File: config.mk
export PLATFORM = sky130hd
export DESIGN_NAME = pic_ctl
export DESIGN_NICKNAME = d
export VERILOG_FILES = /design/src/rtl/pic_ctl.sv
export SDC_FILE = /design/constraint.sdc
export NUM_CORES = 1
export LEC_CHECK = 0
export BUFFER_PORTS_ARGS = -buffer_cell sky130_fd_sc_hd__buf_2
export CORE_MARGIN = 3
export CORE_UTILIZATION = 55
export DETAILED_ROUTE_END_ITERATION = 16
export PLACE_DENSITY = 0.79
export SLEW_MARGIN = 20
export SYNTH_ARGS = -nofsm -noshare
export SYNTH_HDL_FRONTEND = slang
export SYNTH_SLANG_ARGS = --single-unit
File: constraint.sdc
create_clock -name clock -period 5.65 [get_ports clock]
set_input_delay 1.13 -clock clock [delete_from_list [all_inputs] [get_ports clock]]
set_output_delay 1.13 -clock clock [all_outputs]
set_load 0.005 [all_outputs]
File: src/rtl/pic_ctl.sv
// pic_ctl: 8-line priority interrupt controller (8259 subset).
// Edge-latched requests, mask, in-service nesting, toggle handshake to CPU.
module pic_ctl #(
    parameter logic [15:0] BASE      = 16'h0020,
    parameter logic [7:0]  VEC_RESET = 8'h08
) (
    input  logic        clock,
    input  logic        reset,
    input  logic        port_clk,
    input  logic [15:0] port,
    input  logic        port_w,
    input  logic [7:0]  port_o,
    output logic [7:0]  pic_dout,
    input  logic [7:0]  irq_in,
    output logic        intr,
    output logic [7:0]  irq,
    input  logic        intr_latch
);

    typedef enum logic {
        IDLE,
        WAIT_ACK
    } fsm_t;

    typedef enum logic {
        CMD,
        ICW2
    } cmd_t;

    fsm_t        state;
    cmd_t        cmd;
    logic [7:0]  irr;
    logic [7:0]  isr;
    logic [7:0]  imr;
    logic [7:0]  vbase;
    logic [7:0]  irq_prev;
    logic        sel_isr;

    logic        wr_cmd;
    logic        wr_data;
    logic        rd_cmd;
    logic        rd_data;
    logic        is_icw1;
    logic        is_ocw2;
    logic        is_ocw3;
    logic [7:0]  eoi_clr;
    logic        found;
    logic [2:0]  idx;
    logic        deliver;
    logic [7:0]  dlv_set;
    logic [7:0]  edges;
    logic [7:0]  irr_nxt;
    logic [7:0]  isr_nxt;

    assign wr_cmd  = port_clk & port_w & (port == BASE);
    assign wr_data = port_clk & port_w & (port == BASE + 16'd1);
    assign rd_cmd  = port_clk & ~port_w & (port == BASE);
    assign rd_data = port_clk & ~port_w & (port == BASE + 16'd1);

    always_comb begin
        is_icw1 = 1'b0;
        is_ocw2 = 1'b0;
        is_ocw3 = 1'b0;
        if (wr_cmd) begin
            unique case (1'b1)
                port_o[4]: is_icw1 = 1'b1;
                port_o[3]: is_ocw3 = 1'b1;
                default:   is_ocw2 = 1'b1;
            endcase
        end
    end

    // Non-specific EOI retires the highest-priority (lowest index) level.
    always_comb begin
        eoi_clr = 8'h00;
        if (is_ocw2) begin
            unique case (port_o[7:5])
                3'b001:  eoi_clr = isr & (~isr + 8'd1);
                3'b011:  eoi_clr = 8'd1 << port_o[2:0];
                default: eoi_clr = 8'h00;
            endcase
        end
    end

    // Level n is blocked by any in-service level at or above its priority.
    always_comb begin
        logic blk;
        blk   = 1'b0;
        found = 1'b0;
        idx   = 3'd0;
        for (int n = 0; n < 8; n++) begin
            blk = blk | isr[n];
            if (!found && irr[n] && !imr[n] && !blk) begin
                found = 1'b1;
                idx   = 3'(n);
            end
        end
    end

    assign deliver = (state == IDLE) & found;
    assign dlv_set = deliver ? (8'd1 << idx) : 8'h00;
    assign edges   = irq_in & ~irq_prev;
    assign irr_nxt = (irr & ~dlv_set) | edges;
    assign isr_nxt = (isr & ~eoi_clr) | dlv_set;

    always_ff @(posedge clock) begin
        if (reset) begin
            state    <= IDLE;
            cmd      <= CMD;
            irr      <= 8'h00;
            isr      <= 8'h00;
            imr      <= 8'h00;
            vbase    <= VEC_RESET;
            irq_prev <= 8'h00;
            sel_isr  <= 1'b0;
            pic_dout <= 8'h00;
            irq      <= 8'h00;
            intr     <= 1'b0;
        end else begin
            irq_prev <= irq_in;
            irr      <= irr_nxt;
            isr      <= isr_nxt;

            if (is_icw1) begin
                cmd <= ICW2;
            end

            if (wr_data) begin
                if (cmd == ICW2) begin
                    vbase <= port_o;
                    cmd   <= CMD;
                end else begin
                    imr <= port_o;
                end
            end

            if (is_ocw3) begin
                if (port_o[1:0] == 2'b10) begin
                    sel_isr <= 1'b0;
                end else if (port_o[1:0] == 2'b11) begin
                    sel_isr <= 1'b1;
                end
            end

            if (rd_cmd) begin
                pic_dout <= sel_isr ? isr : irr;
            end else if (rd_data) begin
                pic_dout <= imr;
            end

            case (state)
                IDLE: begin
                    if (found) begin
                        irq   <= vbase + {5'd0, idx};
                        intr  <= ~intr_latch;
                        state <= WAIT_ACK;
                    end
                end
                WAIT_ACK: begin
                    if (intr == intr_latch) begin
                        state <= IDLE;
                    end
                end
                default: state <= IDLE;
            endcase
        end
    end

endmodule

==> Word-level counts from Yosys, hierarchy flattened <==
Index checks and enable logic that the tools add are counted.
{ "word_totals": {"register_bits": 60, "inputBits": 37, "output_inout_bits": 17} }
{ "classes": {"add_sub_neg": 2, "n_eq_ne": 7, "shifts": 2, "n_mux": 35, "bitwise_logic": 28, "n_reduce_logical": 53} }
{ "op_table": {"columns": ["cell", "n"], "rows": [
  ["two-way mux 8 bit", 5],
  ["bitwise AND 8 bit", 4],
  ["== test 16 x 6 -> 1 bit (second input constant)", 2],
  ["inverter 8 bit", 4],
  ["logical AND 1 bit", 23],
  ["logical NOT 1 bit", 23],
  ["two-way mux 1 bit", 22],
  ["two-way mux 3 bit", 6],
  ["OR 8 bit", 2],
  ["one-hot mux 8 bit (2 select lines)", 1],
  ["left shift 1 x 3 -> 8 bit (first input constant)", 2],
  ["adder 8 x 1 -> 8 bit (second input constant)", 1],
  ["adder 8 x 3 -> 8 bit", 1],
  ["AND reduction 2 bit", 4],
  ["bitwise AND 1 bit", 7],
  ["OR 1 bit", 7],
  ["== test 2 bit (second input constant)", 2],
  ["inverter 1 bit", 4],
  ["nonzero test 2 bit", 2],
  ["== test 3 x 1 -> 1 bit (second input constant)", 1],
  ["== test 3 x 2 -> 1 bit (second input constant)", 1],
  ["one-hot mux 1 bit (2 select lines)", 1],
  ["OR reduction 2 bit", 1],
  ["== test 1 bit", 1]
]} }

==> Logic depth before layout (Yosys ltp) <==
Gate-level depths: netlist of the first run.
{ "logic_depth": {"depth_word": 44, "depth_mapped": 13, "ltp_nobuf": 12} }

==> Least setup slack after synthesis of the first run <==
Ideal clock, no wire load.
{ "synth_path": {"kind": "input to register", "start": "input port[3]", "end": "register vbase[3]", "setup_time_ns": 0.119, "t_arrival_ns": 2.444, "required_ns": 5.531, "path_slack_ns": 3.086, "stages": 6, "path_cell_list": "nor4b_1 -> nand3_1 -> or4_1 -> buf_2 -> mux2i_1 -> nand2_1"} }
{ "synth_via": {"elab_chain_cells": 3} }
{ "synth_rtl": {"columns": ["item", "line_no", "text"], "rows": [
  ["from (decl)", "10", "input logic [15:0] port,"],
  ["== test 16 x 6 -> 1 bit", "56", "assign wr_data = port_clk & port_w & (port == BASE + 16'd1);"],
  ["bitwise AND 1 bit", "56", null],
  ["AND reduction 2 bit (no line)", null, null],
  ["to (signal assigned)", "130", "vbase <= port_o;"],
  ["to (decl)", "35", "logic [7:0] vbase;"]
]} }
No other way between the ends.
A chain may end at the register's enable or synchronous reset.

==> Worst setup path in the final report of the first run <==
{ "layout_path": {"start": "register isr[1]", "end": "register irq[6]"} }
{ "layout_via": {"elab_chain_cells": 35, "elab_cells_between_ends": 55} }
{ "layout_rtl": {"columns": ["item", "line_no", "text"], "rows": [
  ["from (decl)", "33", "logic [7:0] isr;"],
  ["from (signal assigned)", "122", "isr <= isr_nxt;"],
  ["OR 1 bit *", "92", "blk = blk | isr[n];"],
  ["logical NOT 1 bit", "93", "if (!found && irr[n] && !imr[n] && !blk) begin"],
  ["logical AND 1 bit", "93", null],
  ["two-way mux 1 bit", "93", null],
  ["logical NOT 1 bit", "93", null],
  ["logical AND 1 bit (3 in a row)", "93", null],
  ["two-way mux 1 bit", "93", null],
  ["logical NOT 1 bit", "93", null],
  ["[13 not listed]", null, null],
  ["two-way mux 1 bit", "93", null],
  ["logical NOT 1 bit", "93", null],
  ["logical AND 1 bit (3 in a row)", "93", null],
  ["two-way mux 1 bit", "93", null],
  ["logical NOT 1 bit", "93", null],
  ["logical AND 1 bit (3 in a row)", "93", null],
  ["two-way mux 3 bit or two-way mux 1 bit (tied branches)", "93", null],
  ["adder 8 x 3 -> 8 bit or AND reduction 2 bit (tied branches)", null, null],
  ["to (signal assigned)", "154", "irq <= vbase + {5'd0, idx};"],
  ["to (decl)", "16", "output logic [7:0] irq,"]
]} }
Every way passes the cells marked *; elsewhere a longest branch is shown, timed or not.

==> metrics.yaml, run 1 <==
job:
  timing.max_cap.violations: 0
clock_tree:
  cts-buffers-inserted: 9
  clock_tree_from_tritoncts: "yes"
  clock_sink_count: 60
  htree_levels: 3
  clk-insertion-delay-late_ns: 0.34
  cts.hold.buffers_added: 0
  max-clock-path-buffers: 2
  clk_transition_reported_paths_ns: 0.07
  post-cts-setup-buffer-count: 0
  cts_repair_resize_count: 0
  cts-root-buf: "sky130_fd_sc_hd__clkbuf_8"
critical_path:
  peak_fanout_along_the_critical_path: 7
  setup.worst_path.class: "reg -> reg"
  reg2reg_launch_point: "isr[1]"
  critical_path_rt_ns: 5.83
  setup.reg_to_reg.worst_slack_ns: 2.70
  start_kind: "flip-flop"
  cp-endpoint: "irq[6]"
  r2r.worst_path.cells: 12
  cp_capture_type: "flip-flop"
  timing.critical_path.from: "isr[1]"
  timing.critical_path.arrival_ns: 3.14
  r2r-end: "irq[6]"
final_layout:
  fin_cells: 458
  area_occupied_by_multi_input_gates_um2: 1708
  design.final.nets: 424
  ant_cells: 0
  layout-area-overhead-vs-synth_pct: 17.51
  final_layout_size_suffix_gt1_share_pct: 21.65
  fillCellCount: 442
  final-seq-area_um2: 1201
  final_cell_area_um2: 3535
die:
  fp.dieH_um: 79.95
  area_of_the_die_um2: 6392
  boundaryPins: 54
  coreArea_um2: 5205
  std_cell_rows: 26
  initial_core_utilization_pct: 57.79
  dieWidth_um: 79.95
grt:
  grt_max_degree: 58
  globalRoute.totalOverflow: 0
  grt_antenna_before_repair: 0
  grt_pass1_vias: 2553
  groute.usage.overall_pct: 24.14
  global_route_wire_length_before_repair_mm: 11.88
sta:
  clock.fmax_mhz: 338.7
  hold-worst-slack_ns: 0.4672
  setup_viol: 0
  final_period_minus_worst_setup_slack_ns: 2.953
  finalHoldViolCount: 0
  fin_worst_skew_ns: 0.008344
  worst_slew_margin_rel_pct: 31.99
  final.period_utilization_pct: 52.26
  slew_violations: 0
  setup_tns_after_final_layout_ns: 0
  grt_setup_unrepaired: "false"
  actual_slew_at_the_worst_max_slew_pin_ns: 1.020
routing:
  detail_route.wirelength_mm: 7.086
  postRouteAntennaNets: 0
  drt_drc_violations_left: 0
  dr.first_iter.drc_count: 130
  average_routed_wire_per_standard_cell_um: 15.47
  vias: 2620
  avgViaCountPerCell: 5.721
  first_pass_iters: 4
synthesis:
  post-synth-top-area-fraction_pct: 39.93
  synthesized_area_per_cell_um2: 9.033
  post_synth_num_cell_types: 52
  synthDominantAreaCellType: "sky130_fd_sc_hd__dfxtp_1"
  synthesis.yosys.warnings: 0
  synth_enable_flop_cells: 0
  netlist_instances: 333
  postSynthNetCount: 374
  synth-adder-area-share_pct: 1.913
  yosys.area_share.simple_pct: 25.79
  syn-cell-area_um2: 3008
  synth_async_sr_flop_share_pct: 0
  share_of_the_synthesized_area_in_compound_gates_ao_oa_aoi_oai_pct: 15.06
  post_synth_mux_area_share_pct: 11.98
  synth_area_leaders: "sky130_fd_sc_hd__dfxtp_1 (40%), sky130_fd_sc_hd__mux2i_1 (12%), sky130_fd_sc_hd__nor2_1 (5.9%)"
  postSynthRegisterBits: 60
  yosys.area_share.xor_xnor_pct: 2.038
  synth.yosys.seq_area_share_pct: 39.93
  synth_top_flop_cell: "sky130_fd_sc_hd__dfxtp_1"
  synth_top_family_by_area: "simple AND/OR/NAND/NOR gates"
placed_design:
  io_buffers: 53
  place.gp.congestion: 0.9572
  dp_cells: 442
  hpwlAfterDp_mm: 5.250
  placement.cell_area_um2: 3284
worst_hold_path:
  min-delay-path-class: "reg -> reg"
outcome:
  run_status: "finished, final reports clean"
power_and_ir_drop:
  power.density_nw_per_um2: 347.5
  total_leakage_power_nw: 1.420
  ir_worst_vdd_v: 0.0003050
-- flip-flops by register name, summed over array words and instances (netlist names) --
signal and count:
irq_prev 8, intr 1, sel_isr 1, cmd 1, vbase 8, pic_dout 8, isr 8, irr 8
imr 8, state 1, irq 8
-- report_power, final --
group          switching (mW)  total, mW  internal, mW  leakage [nW]
Sequential             0.0315      0.491         0.459         0.491
Clock                   0.164      0.481         0.317         0.127
Combinational           0.149      0.257         0.108         0.803
Total                   0.345       1.23         0.884          1.42
-- worst min-delay path by stage --
| stage | start | to | slack, ns | cells after the start |
|---|---|---|---|---|
| 5_1_grt | irq_prev[5] | irr[5] | 0.50 | 2 |
| 2_1_floorplan | irr[0] | irr[0] | 0.44 | 2 |
| 3_3_place_gp | irq_prev[5] | irr[5] | 0.45 | 2 |
| 6_report | irq_prev[5] | irr[5] | 0.47 | 2 |
| 3_5_place_dp | irq_prev[5] | irr[5] | 0.46 | 2 |
| 4_1_cts | irq_prev[5] | irr[5] | 0.47 | 2 |
-- area by class of cell --
type                            count  share of cell area (%)
Inverter                            6                  0.6372
Tap cell                           70                   2.478
Sequential cell                    60                   33.98
Clock inverter                      4                   2.690
Timing Repair Buffer               53                   7.504
Multi-Input combinational cell    253                   48.32
Clock buffer                       12                   4.389
-- layout by cell type, fill, tap and decap left out, types with 4 or more instances in the layout --
cell type	count
sky130_fd_sc_hd__o22ai_1	4
sky130_fd_sc_hd__buf_2	53
sky130_fd_sc_hd__dfxtp_1	60
sky130_fd_sc_hd__o21ai_0	18
sky130_fd_sc_hd__a21oi_1	21
sky130_fd_sc_hd__nor4_1	5
sky130_fd_sc_hd__nand3_1	8
sky130_fd_sc_hd__clkbuf_8	11
sky130_fd_sc_hd__nor4b_1	6
sky130_fd_sc_hd__nand2_1	21
sky130_fd_sc_hd__nor2_1	47
sky130_fd_sc_hd__nor2b_1	21
sky130_fd_sc_hd__nand2b_1	8
sky130_fd_sc_hd__inv_1	6
sky130_fd_sc_hd__nor3_1	6
sky130_fd_sc_hd__a211oi_2	4
sky130_fd_sc_hd__xnor2_1	5
sky130_fd_sc_hd__mux2i_1	36
-- worst max-delay path, stage by stage (launching register included) --
cell,delay [ns]
sky130_fd_sc_hd__dfxtp_1,0.40
sky130_fd_sc_hd__nor3_1,0.53
sky130_fd_sc_hd__a22o_2,0.27
sky130_fd_sc_hd__nor3_1,0.07
sky130_fd_sc_hd__a21oi_1,0.17
sky130_fd_sc_hd__a21oi_1,0.07
sky130_fd_sc_hd__ha_1,0.23
sky130_fd_sc_hd__fa_1,0.41
sky130_fd_sc_hd__a21oi_1,0.17
sky130_fd_sc_hd__nor2b_1,0.09
sky130_fd_sc_hd__nand3_1,0.11
sky130_fd_sc_hd__xor2_1,0.20
sky130_fd_sc_hd__a211oi_2,0.09
-- logic make-up (layout without fill, tap and decap cells) --
| kind of cell | count (synthesis) | count (layout) |
|---|---|---|
| multiplexers | 36 | 36 |
| AO/OA/AOI/OAI | 67 | 67 |
| adder cells (fa/ha/maj) | 4 | 4 |
| buffers and inverters | 20 | 75 |
| AND/OR/NAND/NOR | 139 | 139 |
| XOR/XNOR | 7 | 7 |
| flip-flops | 60 | 60 |
-- cell usage after synthesis, types with 3 or more instances --
master,count
sky130_fd_sc_hd__inv_1,6
sky130_fd_sc_hd__nand3_1,8
sky130_fd_sc_hd__nor4b_1,6
sky130_fd_sc_hd__a211oi_2,4
sky130_fd_sc_hd__xnor2_1,5
sky130_fd_sc_hd__clkbuf_1,8
sky130_fd_sc_hd__nor4_1,5
sky130_fd_sc_hd__dfxtp_1,60
sky130_fd_sc_hd__nand2_1,21
sky130_fd_sc_hd__o22ai_1,4
sky130_fd_sc_hd__o21ai_0,18
sky130_fd_sc_hd__mux2i_1,36
sky130_fd_sc_hd__nand2b_1,8
sky130_fd_sc_hd__a211oi_1,3
sky130_fd_sc_hd__ha_1,3
sky130_fd_sc_hd__nor3_1,6
sky130_fd_sc_hd__a21oi_1,21
sky130_fd_sc_hd__nor2b_1,21
sky130_fd_sc_hd__a31oi_1,3
sky130_fd_sc_hd__nor2_1,47
-- through the flow --
stage | power [mW] | util, % | setup WS (ns)
finish | 1.228 | 67.91 | 2.697
global route | 1.294 | 67.91 | 2.502
CTS | 1.237 | 67.91 | 2.705
detailed placement | 0.7548 | 63.10 | 2.586
global placement | 0.7475 | 63.10 | 2.666
floorplan | 0.6869 | - | 3.086
-- per-layer routing --
metal,wire (µm),up-vias,global-route usage (%)
li1,-,1299,-
met1,3060,1218,29.04
met2,3409,90,40.56
met3,483,13,7.562
met4,132,0,8.108
met5,0,-,0
Note: power is estimated with default switching activity, not from simulation.
==> inputs of run 2 (changes only) <==
- clock period: 5.65 -> 3 ns (I/O delays scaled with it)
==> metrics.yaml, run 2 (synthesis gave the netlist of run 1 again) <==
sta:
  hold-worst-slack_ns: 0.4687
  final_period_minus_worst_setup_slack_ns: 2.767
  setup_ws_ns: 0.2329
  final.period_utilization_pct: 92.24
  finalHoldViolCount: 0
  grt_setup_unrepaired: "true"
  setup_viol: 0
  slew_violations: 0
  worst_slew_margin_rel_pct: 46.75
  actual_slew_at_the_worst_max_slew_pin_ns: 0.7880
  fin_worst_skew_ns: 0.007340
  clock.fmax_mhz: 361.4
power_and_ir_drop:
  power.share.sequential_pct: 41.8
  cellInternalPower_mw: 1.563
  power.density_nw_per_um2: 625.4
  total_leakage_power_nw: 1.430
  comb_power_share_pct: 22.0
  ir_worst_vdd_v: 0.0006437
  switchingPower_mw: 0.6498
  power.clock.fraction_pct: 36.1
  netSwitchingFraction_pct: 29.36
critical_path:
  critical_path_rt_ns: 3.27
  setup.worst_path.class: "reg -> reg"
  timing.critical_path.arrival_ns: 3.04
  setup.reg_to_reg.worst_slack_ns: 0.23
  timing.critical_path.cells: "nor4_4 > o211ai_1 > nand4b_1 > nand2_1 > ha_1 > a21o_1 > a21oi_1 > nor3_1 > xnor2_1 > a211oi_2"
  cp_capture_type: "flip-flop"
  r2r.worst_path.cells: 10
  r2r-end: "irq[7]"
  peak_fanout_along_the_critical_path: 7
  critical-path-max-stage-delay_ns: 0.48
  crit_slowest_cell: "sky130_fd_sc_hd__nor4_4"
  start_kind: "flip-flop"
  reg2reg_launch_point: "isr[3]"
routing:
  dr.first_iter.drc_count: 119
  average_routed_wire_per_standard_cell_um: 15.24
  first_pass_iters: 4
  postRouteAntennaNets: 0
  vias: 2604
  drt_drc_violations_left: 0
  detail_route.wirelength_mm: 7.040
  avgViaCountPerCell: 5.636
grt:
  grt_pass1_vias: 2442
  globalRoute.totalOverflow: 0
  grt_max_degree: 31
  global_route_wire_length_before_repair_mm: 11.60
  grt_antenna_before_repair: 0
  groute.usage.overall_pct: 23.62
final_layout:
  layout-area-overhead-vs-synth_pct: 17.64
  layout_common_cells: "sky130_fd_sc_hd__dfxtp_1 (59), sky130_fd_sc_hd__buf_2 (53), sky130_fd_sc_hd__nor2_1 (47), sky130_fd_sc_hd__mux2i_1 (36)"
  ant_cells: 0
  final_layout_size_suffix_gt1_share_pct: 22.96
  design.final.nets: 428
  layout_commonest_cell: "sky130_fd_sc_hd__dfxtp_1"
die:
  fp.dieH_um: 79.95
  boundaryPins: 54
  coreArea_um2: 5205
  area_of_the_die_um2: 6392
  initial_core_utilization_pct: 57.79
  std_cell_rows: 26
  dieWidth_um: 79.95
placed_design:
  io_buffers: 53
  pre_cts_slack_ns: 0.2486
  hpwlAfterDp_mm: 5.223
  place.gp.congestion: 0.9474
clock_tree:
  clock_tree_from_tritoncts: "yes"
  clk_transition_reported_paths_ns: 0.07
  clock_sink_count: 60
  cts.hold.buffers_added: 0
  cts-root-buf: "sky130_fd_sc_hd__clkbuf_8"
  max-clock-path-buffers: 2
  cts-buffers-inserted: 9
  htree_levels: 3
  clk-insertion-delay-late_ns: 0.34
worst_hold_path:
  hold_path_end: "intr"
  min-delay-path-class: "in -> reg"
  whs_path_depth: 2
  worst_hold_startpoint: "intr_latch"
job:
  timing.max_cap.violations: 0
outcome:
  run_status: "finished, final reports clean"
## run 2: cell types whose count changed in the layout (fill, tap and decap cells not counted), sizes merged
cell | previous run | this run
buf | 53 | 57
clkinv | 1 | 3
bufinv | 3 | 2
clkbuf | 12 | 11
## run 2: layer usage
metal	wire length, µm	global-route usage (%)
met1	3280	29.58
met2	3190	38.41
met3	441	6.321
met4	128	9.291
met5	0	0
## run 2: final cells by class
class	count	area (µm²)
multi-input combinational	253	1714
fill	460	1667
sequential	60	1202
timing repair buffer	57	295.3
clock buffer	11	141.4
tap	70	87.58
clock inverter	5	75.07
inverter	6	22.52
## run 2: what timing repair did
item / CTS / global route
buffers inserted: 0 / 0
setup endpoints to repair: 0 / 3
gates resized for setup: 0 / 2
## run 2: power groups by stage
stage                     clock, mW  sequential, mW  combinational [mW]
after floorplan                   0           0.928               0.366
after global placement            0           0.939               0.482
after detailed placement          0           0.942               0.485
after CTS                     0.818           0.924               0.487
after global routing          0.854           0.933               0.554
final                         0.799           0.926               0.488
## run 2: worst max-delay path by stage
stage	start	to	slack (ns)	cells past startpoint
global placement	isr[3]	irq[6]	0.29	12
detailed placement	isr[3]	irq[5]	0.25	10
global route	isr[3]	irq[7]	-0.02	10
CTS	isr[3]	irq[7]	0.22	10
finish	isr[3]	irq[7]	0.23	10
floorplan	isr[3]	irq[6]	0.48	12
## run 2: per-stage QoR
step                      setup TNS (ns)  power (mW)  cell area [µm²]  instances  utilization [%]
after floorplan                        0       1.294             3008        333                -
final                                  0       2.213             3538        462            67.98
after detailed placement               0       1.427             3314        446            63.68
after global placement                 0       1.421             3314        446            63.68
after CTS                              0       2.229             3531        462            67.84
after global routing            -0.02196       2.341             3538        462            67.98
## run 2: worst max-delay path, delay by kind of cell, from the launching register on
| family | cells | cell delay, ns |
|---|---|---|
| and+or+nand+nor | 4 | 1.01 |
| AOI/OAI and AO/OA | 4 | 0.90 |
| DFF | 1 | 0.37 |
| adders and majority gates | 1 | 0.24 |
| xor gates and xnor gates | 1 | 0.15 |
==> inputs of run 3 (changes only) <==
- CAP_MARGIN: not set -> 20
- CORE_UTILIZATION: 55 -> 50
- PLACE_DENSITY: 0.79 -> 0.76
- clock period: 3 -> 2.3 ns (I/O delays scaled with it)
==> metrics.yaml, run 3 (synthesis gave the netlist of run 1 again) <==
final_layout:
  layout_commonest_cell: "sky130_fd_sc_hd__buf_4"
  final-seq-area_um2: 1214
  fillCellCount: 473
  layout_common_cells: "sky130_fd_sc_hd__buf_4 (62), sky130_fd_sc_hd__dfxtp_1 (56), sky130_fd_sc_hd__buf_2 (53), sky130_fd_sc_hd__nor2_1 (45), sky130_fd_sc_hd__mux2i_1 (36)"
  area_occupied_by_multi_input_gates_um2: 1821
  design.final.nets: 488
  final_cell_area_um2: 4078
  ant_cells: 0
  layout-area-overhead-vs-synth_pct: 35.57
  final_layout_size_suffix_gt1_share_pct: 37.39
  fin_cells: 524
  postLayoutCoreUtil_pct: 71.85
die:
  dieWidth_um: 83.56
  initial_core_utilization_pct: 53.00
  boundaryPins: 54
  std_cell_rows: 27
  coreArea_um2: 5675
  area_of_the_die_um2: 6982
  fp.dieH_um: 83.56
outcome:
  run_status: "complete, but fails checks"
  failed_checks: "negative setup slack"
routing:
  detail_route.wirelength_mm: 8.421
  avgViaCountPerCell: 5.605
  first_pass_iters: 4
  vias: 2937
  average_routed_wire_per_standard_cell_um: 16.07
  drt_drc_violations_left: 0
  dr.first_iter.drc_count: 187
  postRouteAntennaNets: 0
clock_tree:
  cts.hold.buffers_added: 0
  clock_tree_from_tritoncts: "yes"
  cts-root-buf: "sky130_fd_sc_hd__clkbuf_8"
  cts-buffers-inserted: 9
  htree_levels: 3
  clk-insertion-delay-late_ns: 0.34
  clk_transition_reported_paths_ns: 0.07
  clock_sink_count: 60
  max-clock-path-buffers: 2
placed_design:
  dp_cells: 499
  pre_cts_slack_ns: -0.4160
  hpwlAfterDp_mm: 6.041
  placement.cell_area_um2: 3745
  place.gp.congestion: 0.8771
  io_buffers: 53
power_and_ir_drop:
  total_leakage_power_nw: 1.728
  power.density_nw_per_um2: 741.8
  report.power.total_mw: 3.025
  ir_worst_vdd_v: 0.0005122
sta:
  slew_violations: 0
  fin_worst_skew_ns: 0.005577
  hold-worst-slack_ns: 0.3231
  final.period_utilization_pct: 109.2
  setup_ws_ns: -0.2122
  actual_slew_at_the_worst_max_slew_pin_ns: 0.5376
  setup_viol: 6
  grt_setup_unrepaired: "true"
  setup_tns_after_final_layout_ns: -1.059
  finalHoldViolCount: 0
  final_period_minus_worst_setup_slack_ns: 2.512
  clock.fmax_mhz: 398.1
  worst_slew_margin_rel_pct: 64.11
critical_path:
  worst_path_most_repeated_cell: "sky130_fd_sc_hd__a21oi_2"
  critical-path-max-stage-delay_ns: 0.37
  critical_path_rt_ns: 2.56
  peak_fanout_along_the_critical_path: 4
  cp_capture_type: "flip-flop"
  setup.worst_path.class: "reg -> reg"
  timing.critical_path.arrival_ns: 2.77
  crit_slowest_cell: "sky130_fd_sc_hd__fa_2"
  start_kind: "flip-flop"
  timing.critical_path.cells: "nor4_4 > a22o_2 > nor3_4 > a21oi_2 > a21oi_2 > ha_2 > fa_2 > a21oi_2 > nor2b_2 > buf_4 > xnor2_1 > a211oi_1"
job:
  timing.max_cap.violations: 0
worst_hold_path:
  min-delay-path-class: "in -> reg"
grt:
  grt_pass1_vias: 2888
  grt_antenna_before_repair: 0
  grt_max_degree: 28
  globalRoute.totalOverflow: 0
  groute.usage.overall_pct: 24.07
  global_route_wire_length_before_repair_mm: 13.57
[run 3: cell types whose count changed in the layout (fill, tap and decap cells not counted), sizes merged]
cell / before / now
buf: 57 / 117
bufinv: 2 / 0
clkinv: 3 / 4
clkinvlp: 0 / 1
[run 3: critical path: cells and delay by family, from the launching register on]
family / cells / cell delay, ns
AO/OA/AOI/OAI: 5 / 0.79
XOR/XNOR: 1 / 0.12
adder cells (fa/ha/maj): 2 / 0.58
buffers and inverters: 1 / 0.13
flip-flops: 1 / 0.35
AND/OR/NAND/NOR: 3 / 0.46
[run 3: final timing paths]
check | cells after the start | slack, ns | to | from
setup reg to reg | 12 | -0.21 | irq[4] | isr[3]
hold reg to reg | 2 | 0.47 | irr[5] | irq_prev[5]
hold / removal | 2 | 0.32 | intr | intr_latch
setup / recovery | 12 | -0.21 | irq[4] | isr[3]
[run 3: layout make-up]
class                      count  share of cell area, %
multi-input combinational    253                  44.65
inverter                       6                 0.5523
timing repair buffer         117                  18.69
sequential                    60                  29.76
clock inverter                 5                 0.6751
clock buffer                  11                  3.467
tap                           72                  2.209
[run 3: timing repair]
action | 4_1_cts | 5_1_grt
pin swaps | 14 | 10
buffers inserted | 4 | 5
gates resized for setup | 14 | 7
endpoints found under the hold margin | 0 | 0
setup endpoints to repair | 7 | 7
[run 3: where the power goes]
group          internal, mW  switching, mW
sequential             1.13         0.0698
combinational         0.497          0.490
clock                 0.412          0.426
[run 3: metal layers]
layer,vias up,global-route usage (%),part of all wire [%]
met1,1379,29.18,43
met3,31,7.897,7.2
li1,1414,-,-
met4,0,10.67,3.1
met2,113,38.76,47
met5,-,0,0
